[config.mk]
export PLATFORM = sky130hd
export DESIGN_NAME = conv33_mac_pipe
export DESIGN_NICKNAME = d
export VERILOG_FILES = /design/src/rtl/conv33_mac_pipe_pkg.sv /design/src/rtl/conv33_row_mac.sv /design/src/rtl/conv33_mac_pipe.sv
export SDC_FILE = /design/constraint.sdc
export NUM_CORES = 2
export LEC_CHECK = 0
export ABC_AREA = 0
export CORE_MARGIN = 8
export CORE_UTILIZATION = 56
export DETAILED_ROUTE_END_ITERATION = 6
export PLACE_DENSITY = 0.77
export SYNTH_ARGS = -nofsm -noshare
export SYNTH_HDL_FRONTEND = slang
export SYNTH_HIERARCHICAL = 1
export SYNTH_SLANG_ARGS = --single-unit
[constraint.sdc]
create_clock -name clk -period 6.8 [get_ports clk]
set_clock_uncertainty 0.05 [all_clocks]
set_input_delay 1.02 -clock clk [delete_from_list [all_inputs] [get_ports clk]]
set_output_delay 1.02 -clock clk [all_outputs]
set_load 0.005 [all_outputs]
[src/rtl/conv33_mac_pipe_pkg.sv]
// Shared constants and the requantize helper for the 3x3 convolution MAC pipeline.
package conv33_pkg;

    localparam int KTAPS          = 9;
    localparam int DEF_DATA_WIDTH = 8;
    localparam int DEF_ACC_WIDTH  = 20;
    localparam int SAT_MAX        = (2 ** (DEF_DATA_WIDTH - 1)) - 1;
    localparam int SAT_MIN        = -(2 ** (DEF_DATA_WIDTH - 1));

    // Worked at 64 bits so the round-half-up add never overflows for any legal ACC_WIDTH.
    function automatic logic signed [63:0] requantize(input logic signed [63:0] acc,
                                                      input int shift,
                                                      input int dw);
        logic signed [63:0] q;
        logic signed [63:0] hi;
        logic signed [63:0] lo;
        hi = (64'sd1 <<< (dw - 1)) - 64'sd1;
        lo = -(64'sd1 <<< (dw - 1));
        if (shift == 0)
            q = acc;
        else
            q = (acc + (64'sd1 <<< (shift - 1))) >>> shift;
        if (q > hi)
            q = hi;
        else if (q < lo)
            q = lo;
        return q;
    endfunction

endpackage

[src/rtl/conv33_row_mac.sv]
// One kernel row: three signed products (S1) reduced to a sign-extended row sum (S2).
module conv33_row_mac
    import conv33_pkg::*;
#(
    parameter int DATA_WIDTH = DEF_DATA_WIDTH,
    parameter int ACC_WIDTH  = DEF_ACC_WIDTH
) (
    input  logic                  clk,
    input  logic                  rst,
    input  logic                  adv,
    input  logic [DATA_WIDTH-1:0] w0,
    input  logic [DATA_WIDTH-1:0] w1,
    input  logic [DATA_WIDTH-1:0] w2,
    input  logic [DATA_WIDTH-1:0] x0,
    input  logic [DATA_WIDTH-1:0] x1,
    input  logic [DATA_WIDTH-1:0] x2,
    output logic [ACC_WIDTH-1:0]  row_sum
);

    localparam int PW = 2 * DATA_WIDTH;

    logic signed [PW-1:0]        prod_p0 [3];
    logic signed [ACC_WIDTH-1:0] row_sum_p1;

    function automatic logic signed [PW-1:0] smul(input logic [DATA_WIDTH-1:0] a,
                                                  input logic [DATA_WIDTH-1:0] b);
        return PW'($signed(a)) * PW'($signed(b));
    endfunction

    // S1 -> S2 boundary
    always_ff @(posedge clk or posedge rst) begin
        if (rst) begin
            prod_p0[0] <= '0;
            prod_p0[1] <= '0;
            prod_p0[2] <= '0;
            row_sum_p1 <= '0;
        end else if (adv) begin
            prod_p0[0] <= smul(w0, x0);
            prod_p0[1] <= smul(w1, x1);
            prod_p0[2] <= smul(w2, x2);
            row_sum_p1 <= ACC_WIDTH'(prod_p0[0]) + ACC_WIDTH'(prod_p0[1]) + ACC_WIDTH'(prod_p0[2]);
        end
    end

    assign row_sum = row_sum_p1;

endmodule

[src/rtl/conv33_mac_pipe.sv]
// 4-stage 3x3 convolution MAC: products, row sums, biased accumulate, requantize/saturate.
// Define CONV33_MAC_RELU_EN to clamp negative out_data to zero (out_acc unaffected).
module conv33_mac_pipe
    import conv33_pkg::*;
#(
    parameter int DATA_WIDTH = DEF_DATA_WIDTH,
    parameter int ACC_WIDTH  = DEF_ACC_WIDTH,
    parameter int SHIFT      = 0
) (
    input  logic                  clk,
    input  logic                  rst,
    input  logic [DATA_WIDTH-1:0] weight_0,
    input  logic [DATA_WIDTH-1:0] weight_1,
    input  logic [DATA_WIDTH-1:0] weight_2,
    input  logic [DATA_WIDTH-1:0] weight_3,
    input  logic [DATA_WIDTH-1:0] weight_4,
    input  logic [DATA_WIDTH-1:0] weight_5,
    input  logic [DATA_WIDTH-1:0] weight_6,
    input  logic [DATA_WIDTH-1:0] weight_7,
    input  logic [DATA_WIDTH-1:0] weight_8,
    input  logic                  weight_valid,
    input  logic [DATA_WIDTH-1:0] pix_0,
    input  logic [DATA_WIDTH-1:0] pix_1,
    input  logic [DATA_WIDTH-1:0] pix_2,
    input  logic [DATA_WIDTH-1:0] pix_3,
    input  logic [DATA_WIDTH-1:0] pix_4,
    input  logic [DATA_WIDTH-1:0] pix_5,
    input  logic [DATA_WIDTH-1:0] pix_6,
    input  logic [DATA_WIDTH-1:0] pix_7,
    input  logic [DATA_WIDTH-1:0] pix_8,
    input  logic [ACC_WIDTH-1:0]  bias,
    input  logic                  in_valid,
    output logic                  in_ready,
    output logic [DATA_WIDTH-1:0] out_data,
    output logic [ACC_WIDTH-1:0]  out_acc,
    output logic                  out_valid,
    input  logic                  out_ready,
    output logic                  kernel_loaded
);

    logic [DATA_WIDTH-1:0]       w_in    [KTAPS];
    logic [DATA_WIDTH-1:0]       pix_win [KTAPS];
    logic [DATA_WIDTH-1:0]       kernel  [KTAPS];
    logic [ACC_WIDTH-1:0]        row_sum [3];
    logic                        adv;
    logic                        accept;
    logic                        vld_p0, vld_p1, vld_p2;
    logic signed [ACC_WIDTH-1:0] bias_p0, bias_p1, acc_p2;
    logic signed [DATA_WIDTH-1:0] q_p2;

    assign w_in    = '{weight_0, weight_1, weight_2, weight_3, weight_4,
                       weight_5, weight_6, weight_7, weight_8};
    assign pix_win = '{pix_0, pix_1, pix_2, pix_3, pix_4, pix_5, pix_6, pix_7, pix_8};

    assign adv      = !(out_valid && !out_ready);
    assign in_ready = kernel_loaded && adv;
    assign accept   = in_valid && in_ready;

    // Kernel latching ignores stalls; S1 samples the old kernel on the same edge.
    always_ff @(posedge clk or posedge rst) begin
        if (rst) begin
            for (int i = 0; i < KTAPS; i++)
                kernel[i] <= '0;
            kernel_loaded <= 1'b0;
        end else if (weight_valid) begin
            for (int i = 0; i < KTAPS; i++)
                kernel[i] <= w_in[i];
            kernel_loaded <= 1'b1;
        end
    end

    for (genvar r = 0; r < 3; r++) begin : g_row
        conv33_row_mac #(
            .DATA_WIDTH (DATA_WIDTH),
            .ACC_WIDTH  (ACC_WIDTH)
        ) u_row (
            .clk     (clk),
            .rst     (rst),
            .adv     (adv),
            .w0      (kernel[3*r]),
            .w1      (kernel[3*r+1]),
            .w2      (kernel[3*r+2]),
            .x0      (pix_win[3*r]),
            .x1      (pix_win[3*r+1]),
            .x2      (pix_win[3*r+2]),
            .row_sum (row_sum[r])
        );
    end

    always_comb begin
        q_p2 = DATA_WIDTH'(requantize({{(64-ACC_WIDTH){acc_p2[ACC_WIDTH-1]}}, acc_p2},
                                      SHIFT, DATA_WIDTH));
`ifdef CONV33_MAC_RELU_EN
        if (q_p2[DATA_WIDTH-1])
            q_p2 = '0;
`endif
    end

    // S1 (bias) -> S2 -> S3 (acc) -> S4 (outputs)
    always_ff @(posedge clk or posedge rst) begin
        if (rst) begin
            vld_p0    <= 1'b0;
            vld_p1    <= 1'b0;
            vld_p2    <= 1'b0;
            bias_p0   <= '0;
            bias_p1   <= '0;
            acc_p2    <= '0;
            out_valid <= 1'b0;
            out_acc   <= '0;
            out_data  <= '0;
        end else if (adv) begin
            vld_p0    <= accept;
            bias_p0   <= bias;
            vld_p1    <= vld_p0;
            bias_p1   <= bias_p0;
            vld_p2    <= vld_p1;
            acc_p2    <= row_sum[0] + row_sum[1] + row_sum[2] + bias_p1;
            out_valid <= vld_p2;
            out_acc   <= acc_p2;
            out_data  <= q_p2;
        end
    end

endmodule

# Yosys cells after proc, flatten, opt, wreduce, memory -nomap -nowiden
# Cells that the tools add are included.
# totals
romBits	0
ram_bits	0
n_memories	0
elab_cells	58
regBits	369
latchBits	0
inputBits	169
out_inout_bits	31
# classes
n_mux	2
shifts	0
n_bitwise	0
n_addsub	9
n_eq_ne	0
div	0
order_cmp	2
n_mul	9
reduce_logical	5
# op_table
op	count
$mul 8x8->16	9
$add 20x20->20	3
$add 17x16->18	3
$add 16x16->17	3
$gt 20x8->1 const B	1
$lt 20x8->1 const B	1
$mux 8	2
$logic_and 1x1->1	3
$logic_not 1->1	2

# Depth between registers and ports, before layout
# logic_depth
depth_word	5
mapped_depth	17
depth_no_buf	17

# By module
# The synthesis kept the hierarchy.
# by_module_without_submodules
mod	cells_per_inst	n_inst	area_each_um2	seq_area_each_um2
conv33_row_mac (g_row[0].u_row)	1133	1	11033.1	1651.6
conv33_row_mac (g_row[2].u_row)	1122	1	10921.7	1651.6
conv33_row_mac (g_row[1].u_row)	1121	1	10908.0	1651.6
conv33_mac_pipe	779	1	8151.6	4129.0

# Worst setup path before layout
# Ideal clock, no wire load.
# synth_timing
path_type	in2reg
startpoint	in pix_1[3]
endpoint	reg g_row[0].u_row/prod_p0[31] in the netlist's numbering
slack_ns	1.700
n_path_buf	0
cell_stages	15
setup_ns	0.082
required_time_ns	6.668
arrival_time_ns	4.968
cell_sequence	and2_1 fa_1 inv_1 fa_1 inv_1 fa_1 inv_1 fa_1 inv_1 ha_1 a21oi_1 o21ai_0 o31a_1 or3_1 a31oi_1
# synth_between
elab_chain_len	1
# synth_lines
item	line_no	source
start: declaration	conv33_mac_pipe.sv:23	input logic [DATA_WIDTH-1:0] pix_1,
$mul 8x8->16	conv33_row_mac.sv:27	return PW'($signed(a)) * PW'($signed(b));
end: declaration	conv33_row_mac.sv:22	logic signed [PW-1:0] prod_p0 [3];
# Every way passes these cells.
# A chain may end at the register's enable or synchronous reset.

# Worst setup path after layout
# layout_timing
startpoint	in pix_0[3]
endpoint	reg g_row[0].u_row/prod_p0[47] in the netlist's numbering
# layout_between
elab_chain_len	1
# layout_lines
item	line_no	source
start: declaration	conv33_mac_pipe.sv:22	input logic [DATA_WIDTH-1:0] pix_0,
$mul 8x8->16	conv33_row_mac.sv:27	
# Every way passes these cells.

==> impl_metrics.csv <==
group,metric,value,unit
setup_path,cpMaxStageDelayCell,"fa_1",
clock_network,cts_tree,"built",
setup_path,crit_buf_inv,5,
setup_path,path_cells,"clkdlybuf4s50_1, and2_1, fa_1, inv_1, fa_1, inv_1, fa_1, inv_1, fa_1, inv_1, ha_1, a2111oi_0, o21ai_1, a21oi_1, xnor2_1, mux2_2",
setup_path,required,7220,ps
layout,nFillCells,5995,
setup_path,r2r_slack,1970,ps
drt,drtIter0Drc,1519,
logic_synthesis,syn_nets,5236,
layout,area_growth,11.2,%
drt,routed-via-count,28400,
drt,drc,0,
drt,vias_per_cell,5.31,
logic_synthesis,netlist_area,41000,sq um
floorplan,die_area,82200,sq um
global_routing,grt_overflow,0,
layout,multi_input_area,28400,sq um
clock_network,clkTransAtPathRegs,60,ps
sta,relSlewSlack,0.361,
logic_synthesis,ys_seq_elements,363,
layout,post-route-util,0.627,
layout,fin_nets,5422,
sta,tightest_slew,957,ps
drt,wl_per_cell,16.3,microns
setup_path,cpPeakStageDelay,580,ps
drt,met2WireLength,42400,microns
sta,post-route-period-util,0.788,
floorplan,fp-row-count,99,
layout,stdcell_count,5338,
sta,drv_slew,0,
setup_path,cp-start-kind,"primary input",
setup_path,endpoint_kind,"flop",
clock_network,clock-sinks,363,
clock_network,post_cts_resized,0,
clock_network,cts_setup_buffers,0,
clock_network,cts-root-buf,"clkbuf_16",
floorplan,die-width,287,microns
global_routing,grt_antenna_before_repair,1,
floorplan,core,72700,sq um
floorplan,die_h,287,microns
layout,diodes,0,
sta,setup_violations,0,
setup_path,worst-endpoint-arrival,5780,ps
logic_synthesis,synth_ff_type,"dfrtp_1",
sta,layout_min_cycle_time,5360,ps
global_routing,grt_pass1_vias,30400,
logic_synthesis,synth_xor_area_frac,0.0354,
logic_synthesis,ys_async_sr_fraction,1.00,
status,status,"complete, no violations",
drt,antenna_left,0,
layout,final_area,45600,sq um
logic_synthesis,synth-compound-area-share,0.0796,
logic_synthesis,ys_types,85,
setup_path,crit_type,"in2reg",
logic_synthesis,synthMuxAreaShare,0.0570,
setup_path,path_max_fanout,8,
logic_synthesis,synth_adder_area_share,0.385,
placement,post-dp-hpwl,70200,microns
logic_synthesis,synth_top_family_by_area,"adder cells",
placement,port_buffers,199,
logic_synthesis,avgSynthCellArea,9.87,sq um
clock_network,cts_hold_buf,0,
sta,max_freq,187,MHz
floorplan,start_util,0.564,
drt,met3_wirelength,4050,microns
global_routing,grt_pass1_wl,150000,microns
layout,register_area,9080,sq um
global_routing,grtUsageTotal,0.221,
job,maxCapViolCount,0,
clock_network,clock_latency,590,ps
drt,dr.pass1.iters,5,
placement,placed_area,44000,sq um
logic_synthesis,synth_cells,4155,
setup_path,path_delay_family,"adder cells",
logic_synthesis,synthSimpleGateAreaFrac,0.135,
sta,rsz0062_at_grt,"no",
drt,finalWirelength,87300,microns
logic_synthesis,yosysWarnings,6,
drt,highest_layer,"met5",
layout,drive_gt1_frac,0.0763,
drt,met1_length,38800,microns
placement,place_congestion,0.880,
logic_synthesis,synth-seq-area-share,0.221,
global_routing,grt_max_degree,115,
sta,setup-tns-final,0,ps
floorplan,ios,200,
logic_synthesis,synth-edff-count,0,
clock_network,cts_max_path_buffers,3,
sta,hold_viol,0,
placement,place_inst,5250,
min_path,hold_path.class,"reg2reg",
clock_network,cts_made_buffers,48,
clock_network,h-tree-depth,2,
[per-layer routing]
| metal | GRT usage | vias to the layer above |
|---|---|---|
| met2 | 0.369 | 551 |
| met3 | 0.0344 | 125 |
| met4 | 0.0561 | 2 |
| met1 | 0.300 | 14200 |
| li1 | - | 13400 |
| met5 | 0 | - |
[cell families (layout without fill, tap and decap cells)]
logic type,Yosys count,after routing
simple gates,1079,1079
buf+inv,936,1160
fa+ha+maj,912,912
compound gates,492,492
flops,363,363
mux,207,207
xor+xnor,166,166
[path summary, 6_finish.rpt]
kind                                         endpoint  depth (start not counted)       start
setup / recovery           g_row[0].u_row/prod_p0[47]                         16    pix_0[3]
hold reg to reg                             out_valid                          1      vld_p2
min in group asynchronous   g_row[0].u_row/row_sum[1]                          2         rst
hold / removal                              out_valid                          1      vld_p2
setup reg to reg           g_row[0].u_row/prod_p0[47]                         15  kernel[71]
max in group asynchronous                   kernel[0]                          3         rst
[sequential cells by signal (all words and copies together) (netlist names)]
signal	cells
kernel	72
g_row.u_row/row_sum	54
bias_p0	20
acc_p2	20
out_acc	20
vld_p2	1
vld_p0	1
out_valid	1
bias_p1	20
vld_p1	1
kernel_loaded	1
out_data	8
g_row.u_row/prod_p0	144
[stage by stage]
| stage | hold WS (ps) | worst slack (ps) |
|---|---|---|
| 2_1_floorplan | 380 | 1270 |
| 3_3_place_gp | 390 | 974 |
| 3_5_place_dp | 406 | 821 |
| 4_1_cts | 419 | 1480 |
| 5_1_grt | 441 | 1140 |
| 6_report | 415 | 1440 |
[synthesized netlist by cell type (8+ instances only)]
| library cell | n | share of area |
|---|---|---|
| o21a_1 | 26 | 0.0048 |
| a21o_1 | 49 | 0.0090 |
| fa_1 | 584 | 0.29 |
| and3_1 | 10 | 0.0015 |
| dfrtp_1 | 363 | 0.22 |
| nand3_1 | 30 | 0.0037 |
| mux2_2 | 203 | 0.056 |
| ha_1 | 328 | 0.10 |
| o21ai_0 | 103 | 0.013 |
| a211o_1 | 11 | 0.0023 |
| clkbuf_1 | 54 | 0.0049 |
| nand2b_1 | 19 | 0.0029 |
| o21bai_1 | 12 | 0.0022 |
| or3_1 | 9 | 0.0014 |
| o211ai_1 | 11 | 0.0020 |
| o21ai_1 | 10 | 0.0012 |
| xor2_1 | 21 | 0.0045 |
| o31ai_1 | 18 | 0.0033 |
| a31oi_1 | 15 | 0.0023 |
| nor3_1 | 33 | 0.0040 |
| a21oi_1 | 124 | 0.015 |
| buf_1 | 11 | 0.0010 |
| or2_2 | 8 | 0.0012 |
| xnor2_1 | 145 | 0.031 |
| inv_1 | 863 | 0.079 |
| and2_1 | 394 | 0.060 |
| a211oi_1 | 36 | 0.0066 |
| nand2_1 | 357 | 0.033 |
| nor2_1 | 110 | 0.010 |
| nand4_1 | 10 | 0.0015 |
| nor2b_1 | 75 | 0.011 |
[placed cells by master (no fill, tap or decap), types with 124 or more instances in the layout]
| master | n |
|---|---|
| clkdlybuf4s50_1 | 198 |
| mux2_2 | 203 |
| a21oi_1 | 124 |
| fa_1 | 584 |
| nand2_1 | 357 |
| ha_1 | 328 |
| xnor2_1 | 145 |
| dfrtp_1 | 363 |
| inv_1 | 858 |
| and2_1 | 394 |
[area by class of cell]
type	count	share of cell area
clock buffers	60	0.0287
multi-input cells	2856	0.623
well taps	959	0.0263
flip-flops and latches	363	0.199
inverters	863	0.0714
clock inverters	28	0.00620
repair buffers	209	0.0453
Power is left out: the tool's default activity adds up to more than one toggle a clock period on the data nets, which glitch-free logic cannot reach.
